===== config.mk =====
export PLATFORM = sky130hd
export DESIGN_NAME = pipelined_adder_sub
export DESIGN_NICKNAME = d
export VERILOG_FILES = /design/src/rtl/alu_pkg.sv /design/src/rtl/adder_slice.sv /design/src/rtl/pipelined_adder_sub.sv
export SDC_FILE = /design/constraint.sdc
export NUM_CORES = 1
export LEC_CHECK = 0
export ABC_AREA = 1
export BUFFER_PORTS_ARGS = -buffer_cell sky130_fd_sc_hd__buf_2
export CORE_UTILIZATION = 30
export DETAILED_ROUTE_END_ITERATION = 10
export GPL_TIMING_DRIVEN = 1
export SYNTH_ARGS = -nofsm -noshare
export SYNTH_HDL_FRONTEND = slang
export SYNTH_HIERARCHICAL = 1
export SYNTH_SLANG_ARGS = --single-unit

===== constraint.sdc =====
create_clock -name clk -period 13.1 [get_ports clk]
set_input_delay 0.655 -clock clk [delete_from_list [all_inputs] [get_ports clk]]
set_output_delay 0.655 -clock clk [all_outputs]
set_load 0.01 [all_outputs]

===== src/rtl/alu_pkg.sv =====
// alu_pkg: shared configuration checks and stage payload types for the
// pipelined adder/subtractor (pipelined_adder_sub and adder_slice).
package alu_pkg;

    localparam int unsigned DEF_WIDTH  = 32;
    localparam int unsigned DEF_STAGES = 4;

    // Width-independent part of the stage payload. The carry is passed from
    // slice k into slice k+1. The operand sign bits (b after inversion) are
    // carried down to the last stage for the signed-overflow flag.
    typedef struct packed {
        logic carry;
        logic a_msb;
        logic b_msb;
    } stage_ctl_t;

    // WIDTH must split into STAGES equal, non-empty slices.
    function automatic bit cfg_ok(
        input int unsigned width,
        input int unsigned stages
    );
        return (stages >= 1) && (stages <= width) && ((width % stages) == 0);
    endfunction

    function automatic int unsigned slice_w(
        input int unsigned width,
        input int unsigned stages
    );
        return (stages == 0) ? width : width / stages;
    endfunction

endpackage


===== src/rtl/adder_slice.sv =====
// adder_slice: combinational C-bit ripple slice of full-adder cells.
// Ports: i_a/i_b operands, i_cin carry in -> o_s slice sum, o_cout carry out.
module adder_slice #(
    parameter int unsigned C = 8
) (
    input  logic [C-1:0] i_a,
    input  logic [C-1:0] i_b,
    input  logic         i_cin,
    output logic [C-1:0] o_s,
    output logic         o_cout
);

    logic w_c;

    always_comb begin
        w_c = i_cin;
        o_s = '0;
        for (int i = 0; i < int'(C); i++) begin
            o_s[i] = i_a[i] ^ i_b[i] ^ w_c;
            w_c    = (i_a[i] & i_b[i]) | (w_c & (i_a[i] ^ i_b[i]));
        end
        o_cout = w_c;
    end

endmodule


===== src/rtl/pipelined_adder_sub.sv =====
// pipelined_adder_sub: WIDTH-bit add/sub, carry chain split into STAGES slices,
// one slice per cycle, with a valid/ready handshake on input and output.
// Ports: clk, reset (sync, high); in_valid/in_ready, a, b, cin, sub in;
//        out_valid/out_ready, sum, cout, ovf, zero out.
module pipelined_adder_sub
    import alu_pkg::*;
#(
    parameter int unsigned WIDTH  = 32,
    parameter int unsigned STAGES = 4
) (
    input  logic             clk,
    input  logic             reset,
    input  logic             in_valid,
    output logic             in_ready,
    input  logic [WIDTH-1:0] a,
    input  logic [WIDTH-1:0] b,
    input  logic             cin,
    input  logic             sub,
    output logic             out_valid,
    input  logic             out_ready,
    output logic [WIDTH-1:0] sum,
    output logic             cout,
    output logic             ovf,
    output logic             zero
);

    localparam int unsigned C    = slice_w(WIDTH, STAGES);
    localparam int unsigned LAST = STAGES - 1;

    if (!cfg_ok(WIDTH, STAGES)) begin : g_cfg_err
        $error("pipelined_adder_sub: need 1<=STAGES<=WIDTH, WIDTH%%STAGES==0");
    end

    logic [STAGES-1:0] r_vld;
    logic [STAGES-1:0] w_src_vld;
    logic [STAGES:0]   w_rdy;

    // w_rdy[k]: stage k may load this cycle (empty or its content leaves).
    // Walks from the output back, so in_ready never depends on in_valid.
    always_comb begin
        w_rdy         = '0;
        w_rdy[STAGES] = out_ready;
        for (int k = int'(STAGES) - 1; k >= 0; k--) begin
            w_rdy[k] = !r_vld[k] || w_rdy[k+1];
        end
    end

    always_comb begin
        w_src_vld    = r_vld << 1;
        w_src_vld[0] = in_valid;
    end

    always_ff @(posedge clk) begin
        if (reset) begin
            r_vld <= '0;
        end else begin
            for (int k = 0; k < int'(STAGES); k++) begin
                if (w_rdy[k]) begin
                    r_vld[k] <= w_src_vld[k];
                end
            end
        end
    end

    assign in_ready  = w_rdy[0];
    assign out_valid = r_vld[LAST];

    for (genvar k = 0; k < STAGES; k++) begin : g_stg
        localparam int unsigned LO = k * C;
        // Operand bits entering this stage; partial-sum bits it produces.
        localparam int unsigned IW = WIDTH - LO;
        localparam int unsigned PW = LO + C;

        logic [IW-1:0] w_a_in;
        logic [IW-1:0] w_b_in;
        stage_ctl_t    w_ctl_in;
        logic [PW-1:0] w_ps_nxt;
        logic [C-1:0]  w_s;
        logic          w_c;
        logic          w_load;
        stage_ctl_t    r_ctl;
        logic [PW-1:0] r_ps;

        if (k == 0) begin : g_head
            logic [WIDTH-1:0] w_b_eff;

            // Subtract as a + ~b + 1; cin only matters in add mode.
            assign w_b_eff  = sub ? ~b : b;
            assign w_a_in   = a;
            assign w_b_in   = w_b_eff;
            assign w_ctl_in = '{
                carry: sub ? 1'b1 : cin,
                a_msb: a[WIDTH-1],
                b_msb: w_b_eff[WIDTH-1]
            };
            assign w_ps_nxt = w_s;
        end else begin : g_body
            assign w_a_in   = g_stg[k-1].g_ops.r_a;
            assign w_b_in   = g_stg[k-1].g_ops.r_b;
            assign w_ctl_in = g_stg[k-1].r_ctl;
            assign w_ps_nxt = {w_s, g_stg[k-1].r_ps};
        end

        adder_slice #(
            .C(C)
        ) u_slice (
            .i_a   (w_a_in[C-1:0]),
            .i_b   (w_b_in[C-1:0]),
            .i_cin (w_ctl_in.carry),
            .o_s   (w_s),
            .o_cout(w_c)
        );

        assign w_load = w_rdy[k] && w_src_vld[k];

        always_ff @(posedge clk) begin
            if (reset) begin
                r_ctl <= '0;
                r_ps  <= '0;
            end else if (w_load) begin
                r_ctl <= '{
                    carry: w_c,
                    a_msb: w_ctl_in.a_msb,
                    b_msb: w_ctl_in.b_msb
                };
                r_ps  <= w_ps_nxt;
            end
        end

        // Unprocessed high slices travel down; the last stage has none.
        if (IW > C) begin : g_ops
            logic [IW-C-1:0] r_a;
            logic [IW-C-1:0] r_b;

            always_ff @(posedge clk) begin
                if (reset) begin
                    r_a <= '0;
                    r_b <= '0;
                end else if (w_load) begin
                    r_a <= w_a_in[IW-1:C];
                    r_b <= w_b_in[IW-1:C];
                end
            end
        end
    end

    stage_ctl_t w_ctl_out;

    assign sum       = g_stg[LAST].r_ps;
    assign w_ctl_out = g_stg[LAST].r_ctl;
    assign cout      = w_ctl_out.carry;
    assign ovf       = (w_ctl_out.a_msb == w_ctl_out.b_msb)
                    && (sum[WIDTH-1] != w_ctl_out.a_msb);
    // Gated by valid so the idle/reset output reads zero=0.
    assign zero      = out_valid && (sum == '0);

endmodule

==> results.sh, run 1 <==
export IMPL_arrival_ps=4740
export IMPL_track_usage_pct=13.4
export IMPL_finalHoldViolations=0
export IMPL_post_cts_resized=0
export IMPL_synth_nets=1152
export IMPL_start_util_pct=30.7
export IMPL_post_route_period_util_pct=33.5
export IMPL_rsz0062_at_grt="no"
export IMPL_max_freq_mhz=228
export IMPL_rrSetupSlack_ps=9040
export IMPL_dr_pass1_iters=9
export IMPL_htreeDepth=4
export IMPL_clock_path_buffers=2
export IMPL_slowest_delay_ps=400
export IMPL_die_x_um=166
export IMPL_critical_path_slowest_cell="fa_1"
export IMPL_powerDensity_mw_per_mm2=138
export IMPL_start_kind="input pin"
export IMPL_grt_pass1_vias=5931
export IMPL_core_area_mm2=0.0262
export IMPL_post_cts_buffers=0
export IMPL_io_pins=107
export IMPL_synth_cell_area_mm2=0.00805
export IMPL_area_delta_synth_final_pct=15.8
export IMPL_wl_mm=17.9
export IMPL_end_kind="flip-flop"
export IMPL_n_fill_cell=2814
export IMPL_r2r_end="g_stg[2].r_ps[23]$_SDFFE_PP0P_"
export IMPL_hold_path_class="flip-flop to flip-flop"
export IMPL_numCtsBuffers=17
export IMPL_cp_required_ps=13460
export IMPL_place_hpwl_mm=12.1
export IMPL_synth_avg_cell_area_um2=7.67
export IMPL_cts_root_buf="clkbuf_16"
export IMPL_first_iter_violations=310
export IMPL_outcome="finished with violations"
export IMPL_fin_nets=1209
export IMPL_final_min_clock_period_ps=4390
export IMPL_clock_latency_ps=420
export IMPL_slew_headroom_pct=24.8
export IMPL_drv_slew=0
export IMPL_grt_max_degree=116
export IMPL_row_count=59
export IMPL_grt_overflow=0
export IMPL_crit_top_cell="fa_1"
export IMPL_syn_inst=1050
export IMPL_antenna_found_initial=0
export IMPL_design_area_mm2=0.00932
export IMPL_grt_first_pass_wirelength_mm=30.1
export IMPL_whs_ps=475
export IMPL_path_class="input pin to flip-flop"
export IMPL_min_delay_worst_endpoint="g_stg[0].r_ps[0]$_SDFFE_PP0P_"
export IMPL_r2r_start="g_stg[1].g_ops.r_a[0]$_SDFFE_PP0P_"
export IMPL_path_cells="buf_2, buf_4, or2_2, fa_1, inv_1, fa_1, inv_1, fa_1, fa_1, fa_1, fa_1, fa_1, inv_1, fa_1, inv_1, inv_1, nand3_1, nand2_1, nor2_1"
export IMPL_cts_hold_buf=0
export IMPL_post_place_ws_ps=8260
export IMPL_dieArea_mm2=0.0275
export IMPL_fin_ws_ps=8710
export IMPL_cap_viol_max_count=0
export IMPL_viasPerCell=4.37
export IMPL_ant_nets=0
export IMPL_finalSetupViolCount=0
export IMPL_ys_seq_elements=186
export IMPL_n_antenna_cell=0
export IMPL_crit_fanout=33
export IMPL_wire_per_inst_um=12.3
export IMPL_synth_cell_types=23
export IMPL_path_depth=19
export IMPL_drc=6
export IMPL_tritoncts="built"
export IMPL_holdPathStages=2
export IMPL_reg2reg_depth=14
export IMPL_path_buf_inv=7
export IMPL_drive_gt1_share_pct=13.6
export IMPL_hold_path_startpoint="g_stg[0].r_ps[0]$_SDFFE_PP0P_"
export IMPL_setup_tns_ps=0
export IMPL_gp_congestion=0.735
export IMPL_synth_warnings=6
export IMPL_portBuffers=106
export IMPL_peakVddDrop_uv=74.3
export IMPL_violations="design-rule violations"
export IMPL_clock_skew_ps=5.39
export IMPL_placed_area_mm2=0.00872
export IMPL_path_clk_slew_ps=60
export IMPL_max_slew_worst_pin_slew_ps=1130
export IMPL_cellLeakagePower_uw=0.00433
export IMPL_routed_via_count=6356
export IMPL_critical_path_top_delay_family="adder cells"
export IMPL_cts_sinks=186
export IMPL_die_h_um=166
export IMPL_ys_seq_area_share_pct=46.2
worst min-delay path: cells and delay by family (launching register included):
kind             cells  cell delay, ps
flip-flops           1             320
AND/OR/NAND/NOR      1              80
AO/OA/AOI/OAI        1              40
routing by layer:
| layer | wire [um] | up-vias | GRT usage, % |
|---|---|---|---|
| met4 | 165 | 0 | 3.90 |
| met1 | 9650 | 2849 | 19.9 |
| met2 | 7480 | 108 | 19.4 |
| met5 | 0 | - | 0 |
| met3 | 650 | 9 | 2.55 |
| li1 | - | 3390 | - |
Yosys cell counts:
library cell,instances,area (um2)
a21oi_1,62,310
xor2_1,8,70.1
nand2_1,65,244
buf_2,21,105
inv_2,3,11.3
nand3_2,1,10.0
inv_1,78,293
clkbuf_1,42,158
nor2_4,2,22.5
nand3_1,59,295
nand4_4,1,21.3
nor3_1,3,15.0
buf_6,2,22.5
or2_2,1,6.26
fa_1,32,641
o21ai_0,125,626
clkbuf_2,2,10.0
xnor2_1,24,210
nor2_1,325,1220
buf_1,5,18.8
dfxtp_1,186,3720
nand2_2,2,12.5
buf_4,1,7.51
power by group:
part           switching, uW  internal [uW]
clock network            212            308
registers               20.5            600
logic                   84.2           59.5
how the worst max path moves through the flow:
stage,to,start,slack [ps]
final,g_stg[0].r_ps[7]$_SDFFE_PP0P_,sub,8710
after global routing,g_stg[0].r_ps[7]$_SDFFE_PP0P_,sub,8450
after CTS,g_stg[0].r_ps[7]$_SDFFE_PP0P_,sub,8710
after detailed placement,g_stg[0].r_ps[7]$_SDFFE_PP0P_,sub,8260
after global placement,g_stg[0].r_ps[7]$_SDFFE_PP0P_,sub,8310
after floorplan,g_stg[0].r_ps[7]$_SDFFE_PP0P_,sub,8540
area by class of cell:
type                    instances  area, um2  area share [%]
multi-input cells             710       3700            39.7
well taps                     335        419            4.50
clock buffers                  19        453            4.86
inverters                      81        307            3.29
flip-flops and latches        186       3720            39.9
repair buffers                111        571            6.12
clock inverters                11        146            1.57
cell usage in the layout, fill, tap and decap left out, types with 6 or more instances in the layout:
cell type  synthesis  layout
o21ai_0          125     125
clkbuf_16          0      17
nor2_1           325     325
dfxtp_1          186     186
buf_2             21     105
nand2_1           65      65
xor2_1             8       8
xnor2_1           24      24
a21oi_1           62      62
inv_1             78      77
nand3_1           59      59
buf_4              1       6
fa_1              32      32
metrics by stage:
stage                     instances  total power, uW  util, %
after global placement         1423              776     33.3
after CTS                      1453             1300     35.6
after global routing           1453             1350     35.6
after detailed placement       1423              780     33.3
after floorplan                1050              734        -
final                          1453             1290     35.6
flip-flops by register name (all words and copies together), names as in the netlist:
signal           count
g_stg.r_ps          48
g_stg.g_ops.r_b     45
g_stg.r_ctl         11
sum                 32
g_stg.g_ops.r_a     45
r_vld                4
cout                 1
cells by family after synthesis:
logic type,count (synthesis),synth area share [%]
adders and majority gates,32,7.96
AOI/OAI and AO/OA,187,11.6
and+or+nand+nor,459,22.9
xor gates and xnor gates,32,3.48
DFF,186,46.2
buffers and inverters,154,7.77
No activity file was read; power rests on OpenSTA's default activity.
==> inputs of run 2 (changes only) <==
==> constraint.sdc (replaced) <==
create_clock -name clk -period 4 [get_ports clk]
set_input_delay 0.2 -clock clk [delete_from_list [all_inputs] [get_ports clk]]
set_output_delay 0.2 -clock clk [all_outputs]
set_load 0.01 [all_outputs]
==> results.sh, run 2 (synthesis results as in run 1) <==
export IMPL_fin_nets=1212
export IMPL_setup_tns_ps=0
export IMPL_wl_mm=17.8
export IMPL_n_fill_cell=2811
export IMPL_finalHoldViolations=0
export IMPL_area_delta_synth_final_pct=16.9
export IMPL_cp_required_ps=4350
export IMPL_comb_power_share_pct=10.8
export IMPL_antenna_found_initial=0
export IMPL_cts_root_buf="clkbuf_16"
export IMPL_post_cts_resized=0
export IMPL_path_clk_slew_ps=70
export IMPL_rsz0062_at_grt="no"
export IMPL_numCtsBuffers=17
export IMPL_r2r_start="g_stg[2].g_ops.r_a[0]$_SDFFE_PP0P_"
export IMPL_portBuffers=106
export IMPL_cts_hold_buf=0
export IMPL_dr_pass1_iters=7
export IMPL_internal_power_uw=3240
export IMPL_design_area_mm2=0.00941
export IMPL_whs_ps=53.0
export IMPL_cap_viol_max_count=0
export IMPL_post_place_ws_ps=20.6
export IMPL_r2r_end="sum[31]$_SDFFE_PP0P_"
export IMPL_start_util_pct=30.7
export IMPL_switching_share_pct=25.1
export IMPL_track_usage_pct=13.4
export IMPL_grt_overflow=0
export IMPL_holdPathStages=2
export IMPL_viasPerCell=4.33
export IMPL_cts_sinks=186
export IMPL_violations="design-rule violations"
export IMPL_hold_path_class="input pin to flip-flop"
export IMPL_mostFrequentLayoutCell="nor2_1"
export IMPL_largest_register="g_stg.r_ps"
export IMPL_reg2reg_depth=14
export IMPL_gp_congestion=0.739
export IMPL_clock_path_buffers=2
export IMPL_grt_pass1_vias=5813
export IMPL_largest_reg_flops=48
export IMPL_drive_gt1_share_pct=14.5
export IMPL_row_count=59
export IMPL_powerDensity_mw_per_mm2=460
export IMPL_finalSetupViolCount=0
export IMPL_io_pins=107
export IMPL_htreeDepth=4
export IMPL_end_kind="flip-flop"
export IMPL_post_route_period_util_pct=95.8
export IMPL_drc=5
export IMPL_arrival_ps=4190
export IMPL_routed_via_count=6318
export IMPL_drv_slew=0
export IMPL_die_h_um=166
export IMPL_start_kind="flip-flop"
export IMPL_seqPwrFrac_pct=47.0
export IMPL_first_iter_violations=329
export IMPL_ant_nets=0
export IMPL_clock_skew_ps=6.35
export IMPL_largestRegisters="g_stg.r_ps x48, g_stg.g_ops.r_a x45, g_stg.g_ops.r_b x45"
export IMPL_path_class="flip-flop to flip-flop"
export IMPL_place_hpwl_mm=12.3
export IMPL_clock_latency_ps=420
export IMPL_min_delay_worst_endpoint="r_vld[1]$_SDFFE_PP0P_"
export IMPL_wire_per_inst_um=12.2
export IMPL_fin_ws_ps=168
export IMPL_outcome="finished with violations"
export IMPL_final_min_clock_period_ps=3830
export IMPL_power_share_clock_pct=42.3
export IMPL_dieArea_mm2=0.0275
export IMPL_hold_path_startpoint="reset"
export IMPL_max_slew_worst_pin_slew_ps=1110
export IMPL_slew_headroom_pct=26.2
export IMPL_grt_max_degree=116
export IMPL_rrSetupSlack_ps=170
export IMPL_total_power_uw=4330
export IMPL_p_sw_uw=1090
export IMPL_placed_area_mm2=0.00875
export IMPL_tritoncts="built"
export IMPL_core_area_mm2=0.0262
export IMPL_n_antenna_cell=0
export IMPL_die_x_um=166
export IMPL_post_cts_buffers=0
export IMPL_peakVddDrop_uv=273
export IMPL_layout_common_cells="325 x nor2_1, 186 x dfxtp_1, 125 x o21ai_0"
export IMPL_max_freq_mhz=261
export IMPL_cellLeakagePower_uw=0.00436
export IMPL_crit_fanout=2
export IMPL_grt_first_pass_wirelength_mm=30.0
## run 2: routing by layer
layer  part of all wire, %  track usage (%)
met4                   1.0             3.90
met3                   2.5             2.48
met5                     0                0
met1                    56             20.5
met2                    41             18.7
## run 2: cell type report
type	instances	area (um2)	share of cell area (%)
Sequential cell	186	3720	39.6
Tap cell	335	419	4.45
Inverter	81	307	3.26
Multi-Input combinational cell	710	3720	39.5
Timing Repair Buffer	114	593	6.30
Clock inverter	14	211	2.25
Clock buffer	18	439	4.67
## run 2: how the worst max path moves through the flow
stage | startpoint | end | slack, ps | depth (start not counted)
after floorplan | sub | g_stg[0].r_ps[7]$_SDFFE_PP0P_ | 40 | 19
after detailed placement | g_stg[1].g_ops.r_a[0]$_SDFFE_PP0P_ | g_stg[2].r_ps[23]$_SDFFE_PP0P_ | 20 | 14
after global placement | g_stg[1].g_ops.r_a[0]$_SDFFE_PP0P_ | g_stg[2].r_ps[23]$_SDFFE_PP0P_ | 60 | 14
final | g_stg[2].g_ops.r_a[0]$_SDFFE_PP0P_ | sum[31]$_SDFFE_PP0P_ | 170 | 14
after CTS | g_stg[1].g_ops.r_a[0]$_SDFFE_PP0P_ | g_stg[2].r_ps[23]$_SDFFE_PP0P_ | 9 | 14
after global routing | g_stg[2].g_ops.r_a[0]$_SDFFE_PP0P_ | sum[31]$_SDFFE_PP0P_ | 8 | 14
## run 2: through the flow
step	cells	util [%]
2_1_floorplan	1050	-
3_3_place_gp	1426	33.4
3_5_place_dp	1426	33.4
4_1_cts	1458	35.9
5_1_grt	1458	35.9
6_report	1458	35.9
## run 2: power by group through the flow
stage	logic, uW	registers [uW]	clock network (uW)
global placement	469	2070	0
detailed placement	473	2080	0
CTS	475	2030	1870
floorplan	341	2060	0
global route	547	2050	1950
finish	467	2030	1830
## run 2: worst max-delay path: stages (launching register included)
cell     delay, ps
dfxtp_1        330
fa_1           430
inv_1           80
fa_1           150
inv_1           50
fa_1           390
fa_1           400
fa_1           390
fa_1           410
fa_1           380
inv_1           80
fa_1           400
inv_1           60
o21ai_0         70
a21oi_1        150
==> inputs of run 3 (changes only) <==
--- a/config.mk
+++ b/config.mk
@@ -7,9 +7,10 @@
 export LEC_CHECK = 0
 export ABC_AREA = 1
 export BUFFER_PORTS_ARGS = -buffer_cell sky130_fd_sc_hd__buf_2
-export CORE_UTILIZATION = 30
+export CORE_UTILIZATION = 52
 export DETAILED_ROUTE_END_ITERATION = 10
 export GPL_TIMING_DRIVEN = 1
+export PLACE_DENSITY = 0.76
 export SYNTH_ARGS = -nofsm -noshare
 export SYNTH_HDL_FRONTEND = slang
 export SYNTH_HIERARCHICAL = 1
==> results.sh, run 3 (synthesis results as in run 1) <==
export IMPL_crit_fanout=2
export IMPL_slowest_delay_ps=420
export IMPL_r2r_start="g_stg[2].g_ops.r_a[0]$_SDFFE_PP0P_"
export IMPL_startpoint="g_stg[2].g_ops.r_a[0]$_SDFFE_PP0P_"
export IMPL_cap_viol_max_count=0
export IMPL_start_util_pct=53.2
export IMPL_critical_path_top_delay_family="adder cells"
export IMPL_portBuffers=106
export IMPL_arrival_ps=4120
export IMPL_path_class="flip-flop to flip-flop"
export IMPL_worstSetupEndpoint="sum[31]$_SDFFE_PP0P_"
export IMPL_crit_top_cell="fa_1"
export IMPL_grt_util_met3_pct=4.30
export IMPL_largest_reg_flops=48
export IMPL_grt_max_degree=117
export IMPL_grt_overflow=0
export IMPL_path_depth=14
export IMPL_clock_latency_ps=430
export IMPL_cts_sinks=186
export IMPL_critical_path_slowest_cell="fa_1"
export IMPL_cp_required_ps=4360
export IMPL_htreeDepth=4
export IMPL_largest_register="g_stg.r_ps"
export IMPL_slew_headroom_pct=18.6
export IMPL_wl_mm=15.9
export IMPL_largestRegisters="g_stg.r_ps x48, g_stg.g_ops.r_a x45, g_stg.g_ops.r_b x45"
export IMPL_r2r_end="sum[31]$_SDFFE_PP0P_"
export IMPL_post_route_period_util_pct=94.0
export IMPL_outcome="finished with violations"
export IMPL_use_met2_pct=30.8
export IMPL_n_fill_cell=1409
export IMPL_drc=1
export IMPL_hold_path_class="input pin to flip-flop"
export IMPL_cts_root_buf="clkbuf_16"
export IMPL_peakVddDrop_uv=333
export IMPL_clock_path_buffers=2
export IMPL_grt_first_pass_wirelength_mm=27.6
export IMPL_powerDensity_mw_per_mm2=452
export IMPL_routed_via_count=6442
export IMPL_dieArea_mm2=0.0160
export IMPL_violations="design-rule violations"
export IMPL_drv_slew=0
export IMPL_fin_nets=1209
export IMPL_post_cts_buffers=0
export IMPL_final_min_clock_period_ps=3760
export IMPL_path_buf_inv=4
export IMPL_viasPerCell=4.93
export IMPL_n_antenna_cell=0
export IMPL_io_pins=107
export IMPL_drive_gt1_share_pct=14.3
export IMPL_top_usage_layer="met1"
export IMPL_finalHoldViolations=0
export IMPL_grt_pass1_vias=5832
export IMPL_path_clk_slew_ps=70
export IMPL_cellLeakagePower_uw=0.00430
export IMPL_ant_nets=0
export IMPL_clock_skew_ps=7.54
export IMPL_first_iter_violations=483
export IMPL_max_freq_mhz=266
export IMPL_rrSetupSlack_ps=240
export IMPL_place_hpwl_mm=10.6
export IMPL_max_slew_worst_pin_slew_ps=1220
export IMPL_die_h_um=126
export IMPL_final_util_pct=60.3
export IMPL_track_usage_pct=21.3
export IMPL_layout_common_cells="325 x nor2_1, 186 x dfxtp_1, 125 x o21ai_0"
export IMPL_core_area_mm2=0.0151
export IMPL_mostFrequentLayoutCell="nor2_1"
export IMPL_numCtsBuffers=17
export IMPL_met1_usage_pct=31.6
export IMPL_area_delta_synth_final_pct=13.5
export IMPL_dr_pass1_iters=7
export IMPL_wire_per_inst_um=12.1
export IMPL_gp_congestion=0.761
export IMPL_setup_tns_ps=0
export IMPL_die_x_um=126
export IMPL_row_count=45
export IMPL_start_kind="flip-flop"
export IMPL_tritoncts="built"
export IMPL_end_kind="flip-flop"
export IMPL_antenna_found_initial=0
export IMPL_reg2reg_depth=14
export IMPL_path_cells="fa_1, inv_1, fa_1, inv_1, fa_1, fa_2, fa_1, fa_1, fa_1, inv_1, fa_1, inv_1, o21ai_0, a21oi_1"
export IMPL_rsz0062_at_grt="no"
export IMPL_finalSetupViolCount=0
==> run 3: layout make-up <==
| class | count | area, um2 | share of cell area, % |
|---|---|---|---|
| multi-input cells | 710 | 3720 | 40.7 |
| flip-flops and latches | 186 | 3720 | 40.8 |
| clock inverters | 11 | 120 | 1.31 |
| repair buffers | 111 | 571 | 6.24 |
| clock buffers | 21 | 460 | 5.04 |
| inverters | 81 | 307 | 3.35 |
| well taps | 188 | 235 | 2.57 |
==> run 3: routing by layer <==
layer	vias up	part of all wire, %
li1	3409	-
met1	2877	53
met2	139	42
met3	17	4.1
met4	0	1.5
met5	-	0
==> run 3: worst min-delay path by stage <==
stage                                              startpoint                                  end  cells after the start
after CTS                                               reset                r_vld[1]$_SDFFE_PP0P_                      2
after global routing                                    reset                r_vld[3]$_SDFFE_PP0P_                      2
final                                                   reset                r_vld[1]$_SDFFE_PP0P_                      2
after global placement    g_stg[0].g_ops.r_b[11]$_SDFFE_PP0P_  g_stg[0].g_ops.r_b[11]$_SDFFE_PP0P_                      2
after detailed placement        g_stg[0].r_ps[7]$_SDFFE_PP0P_        g_stg[0].r_ps[7]$_SDFFE_PP0P_                      2
after floorplan                                         reset                r_vld[0]$_SDFFE_PP0P_                      1
==> run 3: metrics by stage <==
step / total power [uW] / instances / cell area, um2 / hold slack (ps) / setup slack, ps
floorplan: 2400 / 1050 / 8060 / 269 / 36.9
global placement: 2520 / 1276 / 8540 / 454 / 51.4
detailed placement: 2540 / 1276 / 8540 / 465 / -12.0
CTS: 4160 / 1308 / 9130 / 20.8 / 31.1
global route: 4340 / 1308 / 9140 / 27.2 / 24.5
finish: 4130 / 1308 / 9140 / 45.1 / 241
==> run 3: timing repair <==
action	CTS	global route
resized for setup	1	5
endpoints found under the setup margin	1	2
hold buffers	0	0
pin swaps	0	2
==> run 3: power by group <==
group	leakage, uW	internal, uW	switching [uW]
clock network	0.000279	951	684
registers	0.00153	1970	68.4
logic	0.00250	195	269
==> run 3: worst reg2reg max path, stage by stage (launching register included) <==
cell and delay [ps]:
dfxtp_1 330, fa_1 420, inv_1 80, fa_1 150, inv_1 50, fa_1 390, fa_2 350, fa_1 380
fa_1 400, fa_1 380, inv_1 80, fa_1 410, inv_1 60, o21ai_0 80, a21oi_1 150
